[src/rtl/pipe_pkg.sv]
// Shared definitions for the generic inter-stage pipeline register:
// reset/handler PC defaults, the "no exception" code and the stage-command encoding.
package pipe_pkg;

  localparam logic [31:0] PC_RESET_DEFAULT   = 32'h0000_3000;
  localparam logic [31:0] HANDLER_PC_DEFAULT = 32'h0000_4180;
  localparam logic [4:0]  EXC_NONE           = 5'd0;

  typedef enum logic [1:0] {
    CMD_LOAD   = 2'd0,
    CMD_BUBBLE = 2'd1,
    CMD_FREEZE = 2'd2,
    CMD_FLUSH  = 2'd3
  } stage_cmd_e;

endpackage

[src/rtl/pipe_stage_cmd.sv]
// Priority encoder turning the raw stage controls into a single command:
// flush > freeze > bubble > load.
module pipe_stage_cmd
  import pipe_pkg::*;
(
  input  logic       flush,
  input  logic       freeze,
  input  logic       bubble,
  output logic [1:0] cmd
);

  always_comb begin
    cmd = CMD_LOAD;
    if (flush)       cmd = CMD_FLUSH;
    else if (freeze) cmd = CMD_FREEZE;
    else if (bubble) cmd = CMD_BUBBLE;
  end

endmodule

[src/rtl/pipe_stage_reg.sv]
// Generic inter-stage register carrying payload plus PC/BD/exception sideband,
// with freeze, bubble and flush. Define PIPE_STAGE_STATS_EN for bubble/flush counters.
module pipe_stage_reg
  import pipe_pkg::*;
#(
  parameter int          PAYLOAD_W  = 160,
  parameter logic [31:0] PC_RESET   = PC_RESET_DEFAULT,
  parameter logic [31:0] HANDLER_PC = HANDLER_PC_DEFAULT,
  parameter int          CNT_W      = 16
) (
  input  logic                 clk,
  input  logic                 reset,
  input  logic                 flush,
  input  logic                 freeze,
  input  logic                 bubble,
  input  logic                 in_valid,
  input  logic [PAYLOAD_W-1:0] in_payload,
  input  logic [31:0]          in_pc,
  input  logic                 in_bd,
  input  logic [4:0]           in_exc,
  output logic                 out_valid,
  output logic [PAYLOAD_W-1:0] out_payload,
  output logic [31:0]          out_pc,
  output logic                 out_bd,
  output logic [4:0]           out_exc,
`ifdef PIPE_STAGE_STATS_EN
  output logic [CNT_W-1:0]     bubble_cnt,
  output logic [CNT_W-1:0]     flush_cnt,
`endif
  output logic [CNT_W-1:0]     hold_cycles
);

  localparam logic [CNT_W-1:0] CNT_ONE = CNT_W'(1);

  function automatic logic [CNT_W-1:0] sat_inc(input logic [CNT_W-1:0] v);
    return (&v) ? v : v + CNT_ONE;
  endfunction

  logic [1:0]           cmd_p0;
  logic                 valid_p1;
  logic [PAYLOAD_W-1:0] payload_p1;
  logic [31:0]          pc_p1;
  logic                 bd_p1;
  logic [4:0]           exc_p1;
  logic [CNT_W-1:0]     hold_p1;

  pipe_stage_cmd u_cmd (
    .flush  (flush),
    .freeze (freeze),
    .bubble (bubble),
    .cmd    (cmd_p0)
  );

  // p0 -> p1: command applied to the register set at the rising edge
  always_ff @(posedge clk or negedge reset) begin
    if (!reset) begin
      valid_p1   <= 1'b0;
      payload_p1 <= '0;
      pc_p1      <= PC_RESET;
      bd_p1      <= 1'b0;
      exc_p1     <= EXC_NONE;
      hold_p1    <= '0;
    end else begin
      case (cmd_p0)
        CMD_FLUSH: begin
          valid_p1   <= 1'b0;
          payload_p1 <= '0;
          pc_p1      <= HANDLER_PC;
          bd_p1      <= 1'b0;
          exc_p1     <= EXC_NONE;
          hold_p1    <= '0;
        end
        CMD_FREEZE: begin
          hold_p1    <= sat_inc(hold_p1);
        end
        // PC/BD survive the bubble so an interrupt taken here reports the stalled instruction
        CMD_BUBBLE: begin
          valid_p1   <= 1'b0;
          payload_p1 <= '0;
          pc_p1      <= in_pc;
          bd_p1      <= in_bd;
          exc_p1     <= EXC_NONE;
          hold_p1    <= '0;
        end
        default: begin
          valid_p1   <= in_valid;
          payload_p1 <= in_payload;
          pc_p1      <= in_pc;
          bd_p1      <= in_bd;
          exc_p1     <= in_exc;
          hold_p1    <= '0;
        end
      endcase
    end
  end

`ifdef PIPE_STAGE_STATS_EN
  logic [CNT_W-1:0] bubble_cnt_p1;
  logic [CNT_W-1:0] flush_cnt_p1;

  always_ff @(posedge clk or negedge reset) begin
    if (!reset) begin
      bubble_cnt_p1 <= '0;
      flush_cnt_p1  <= '0;
    end else begin
      if (cmd_p0 == CMD_BUBBLE) bubble_cnt_p1 <= bubble_cnt_p1 + CNT_ONE;
      if (cmd_p0 == CMD_FLUSH)  flush_cnt_p1  <= flush_cnt_p1 + CNT_ONE;
    end
  end

  assign bubble_cnt = bubble_cnt_p1;
  assign flush_cnt  = flush_cnt_p1;
`endif

  assign out_valid   = valid_p1;
  assign out_payload = payload_p1;
  assign out_pc      = pc_p1;
  assign out_bd      = bd_p1;
  assign out_exc     = exc_p1;
  assign hold_cycles = hold_p1;

endmodule
[config.mk]
export PLATFORM = sky130hd
export DESIGN_NAME = pipe_stage_reg
export DESIGN_NICKNAME = d
export VERILOG_FILES = /design/src/rtl/pipe_pkg.sv /design/src/rtl/pipe_stage_cmd.sv /design/src/rtl/pipe_stage_reg.sv
export SDC_FILE = /design/constraint.sdc
export NUM_CORES = 1
export LEC_CHECK = 0
export ABC_AREA = 1
export BUFFER_PORTS_ARGS = -buffer_cell sky130_fd_sc_hd__buf_4
export CORE_MARGIN = 10
export CORE_UTILIZATION = 30
export DETAILED_ROUTE_END_ITERATION = 12
export PLACE_DENSITY = 0.58
export SKIP_CTS_REPAIR_TIMING = 1
export SYNTH_ARGS = -nofsm -noshare
export SYNTH_HDL_FRONTEND = slang
export SYNTH_HIERARCHICAL = 1
export SYNTH_SLANG_ARGS = --single-unit
export TNS_END_PERCENT = 50
[constraint.sdc]
create_clock -name clk -period 1.7 [get_ports clk]
set_input_delay 0.17 -clock clk [delete_from_list [all_inputs] [get_ports clk]]
set_output_delay 0.17 -clock clk [all_outputs]
set_load 0.02 [all_outputs]
==> impl_metrics.toml <==
[cts]
cts-buffers-inserted = 25
clock_latency_reported_for_the_late_side_of_the_worst_skew_pair_ns = 0.51
cts_htree_levels = 1
cts.clk_slew.worst_paths_ns = 0.06
numClockSinks = 215
root_buffer = "clkbuf_16"
cts_tree = "yes"
cts-root-to-sink-buffers = 3

[hold_path]
hp-class = "in2async"

[yosys]
synth-seq-area-share = 0.624
synthesis.yosys.warnings = 6
postSynthCellCount = 939
synth.lib_cells_used.distinct = 21
syn-cell-area_um2 = 8630
postSynthNetCount = 1144
ff_latch_count_synth = 215
syn_area_per_cell_um2 = 9.19

[critical_path]
worst-endpoint-required_ns = 2.15
worst_setup_path_startpoint = "hold_cycles[0]$_DFFE_PN0P_"
worst_path_most_repeated_cell = "inv_1"
path_type_of_the_worst_setup_path = "reg2reg"
cpMaxStageDelayCell = "dfrtp_1"
r2r-start = "hold_cycles[0]$_DFFE_PN0P_"
ff2ff_setup_slack_ns = 0.15
maximum_fanout_count_along_the_critical_path = 8
critical-path-max-stage-delay_ns = 0.45
cp.arrival_ns = 2.00
critical_path.cell_chain = "ha_2 -> nand3_1 -> inv_1 -> nand2_2 -> inv_1 -> nand3_2 -> buf_4 -> nand2_1"
worstSetupStartpointType = "register"
worstRegToRegCells = 8
worst_r2r_endpoint = "hold_cycles[13]$_DFFE_PN0P_"
nature_of_the_critical_path_endpoint = "register"

[power_and_ir_drop]
seq_power_share = 0.424
p_per_area_nw_per_um2 = 839
combPwrFrac = 0.164
switching_share = 0.255
power_total_mw = 12.8
max-vdd-ir-drop_mv = 0.671
clock_share_of_power = 0.412
cellInternalPower_mw = 9.54
net-switching-power_mw = 3.26
power_leakage_nw = 8.30

[global_route]
grtUsageMet1 = 0.203
globalRoute.totalOverflow = 0
grtUsageTotal = 0.173
antenna_found_initial = 0
grt.busiest_layer = "met2"
grt_start_max_net_pins = 60
met3_usage = 0.0800
first_global_vias = 8374
use_met2 = 0.282
first_pass_grt_wire_length_mm = 49.9

[sta]
worst_slew_pin_slew_ns = 0.402
worst_clock_skew_ns = 0.00889
clock.fmax_ghz = 0.644
smallest_hold_slack_ns = 0.185
final_max_slew_viol_count = 0
report.final.setup_viol = 0
final.period_utilization = 0.913
final_period_minus_worst_setup_slack_ns = 1.55
rsz0062_at_grt = "no"
fin_tns_setup_ns = 0
max-slew-margin-rel = 0.732
finalHoldViolations = 0

[place]
dp.cells = 1714
globalplace.congestion = 0.793
placement.io_buffers = 418
dp_hpwl_mm = 24.5

[die]
dieHeight_um = 190
design.portCount = 419
floorplan.die.width_um = 190
rows = 62
die_area_um2 = 35900
floorplan.initialDensity = 0.302
design.core.area_um2 = 28500

[final_layout]
ff_latch_area_um2 = 5380
multiInputGateArea_um2 = 2880
final_net_count = 1762
final_cell_mix = "437 x buf_4, 381 x nand2_1, 213 x dfrtp_1"
finalNonFillerCells = 1961
area.growth.synth_to_final_pct = 76.8
postLayoutCoreUtil = 0.534
filler_cell_count = 2510
post_route_cells_drive_above_1_share = 0.320
layout.cells.most_common = "buf_4"

[flow_run]
maxCapViolations = 0

[routing]
postRouteAntennaNets = 0
route.vias.total = 9103
drt-pass1-iter-count = 5
routed_via_density = 4.64
wl_mm = 35.2
wl_per_cell_um = 18.0
drt_first_iter_violations = 480
route.detailed.drc = 0

[status]
run_status = "completed"
## sequential cells by signal, indices dropped and copies added, names as in the netlist
name         count
hold_cycles     16
out_exc          5
out_payload    160
out_bd           1
out_pc          32
out_valid        1
## metrics by stage
step	area [um2]	setup slack, ns
floorplan	8630	0.179
global placement	12400	0.219
detailed placement	12400	0.155
CTS	13200	0.124
global route	15300	0.0149
finish	15300	0.147
## synth_stat cells, drive strengths merged
| library cell | n | share of area |
|---|---|---|
| nand2 | 382 | 0.17 |
| dfrtp | 213 | 0.62 |
| nand3 | 190 | 0.11 |
| buf | 42 | 0.025 |
| a22o | 30 | 0.030 |
| clkbuf | 21 | 0.0091 |
| inv | 20 | 0.0087 |
| nor2 | 18 | 0.0087 |
| nand4 | 8 | 0.0058 |
| or2 | 5 | 0.0036 |
| o21bai | 3 | 0.0026 |
| o22a | 3 | 0.0030 |
| dfstp | 2 | 0.0061 |
| ha | 1 | 0.0014 |
| o21ai | 1 | 0.00058 |
## power groups by stage
stage               combinational, mW  sequential [mW]  clock (mW)
finish                           2.10             5.43        5.27
global route                     2.25             5.45        5.61
CTS                              1.71             5.42        5.44
detailed placement               1.71             5.51           0
global placement                 1.70             5.51           0
floorplan                       0.408             5.74           0
## metal layers
| metal | routed length [um] | share of wire |
|---|---|---|
| met2 | 16900 | 0.48 |
| met5 | 0 | 0 |
| met1 | 13900 | 0.39 |
| met4 | 843 | 0.024 |
| met3 | 3540 | 0.10 |
## area by class of cell
class,instances,area share
Timing Repair Buffer,654,0.368
Sequential cell,215,0.353
Multi-Input combinational cell,641,0.189
Clock buffer,40,0.0493
Tap cell,384,0.0315
Inverter,20,0.00541
Clock inverter,5,0.00369
Antenna cell,2,0.000328
## how the worst max path moves through the flow
stage,to,slack (ns)
final,hold_cycles[13]$_DFFE_PN0P_,0.15
after global placement,hold_cycles[13]$_DFFE_PN0P_,0.22
after detailed placement,hold_cycles[14]$_DFFE_PN0P_,0.15
after floorplan,hold_cycles[10]$_DFFE_PN0P_,0.18
after global routing,hold_cycles[13]$_DFFE_PN0P_,0.01
after CTS,hold_cycles[14]$_DFFE_PN0P_,0.12
## worst max-delay path: cells and delay by family, from the launching register on
kind,cells,cell delay (ns)
adders and majority gates,1,0.26
buffers and inverters,3,0.42
and+or+nand+nor,4,0.35
DFF,1,0.45
## kinds of logic (layout without fill, tap and decap cells)
kind of cell / Yosys count / after routing / share of synthesized area
AO/OA/AOI/OAI: 37 / 37 / 0.0367
AND/OR/NAND/NOR: 603 / 603 / 0.295
buffers and inverters: 83 / 719 / 0.0428
flip-flops: 215 / 215 / 0.624
other: 0 / 2 / 0
adder cells (fa/ha/maj): 1 / 1 / 0.00145
Note: power is estimated with default switching activity, not from simulation.
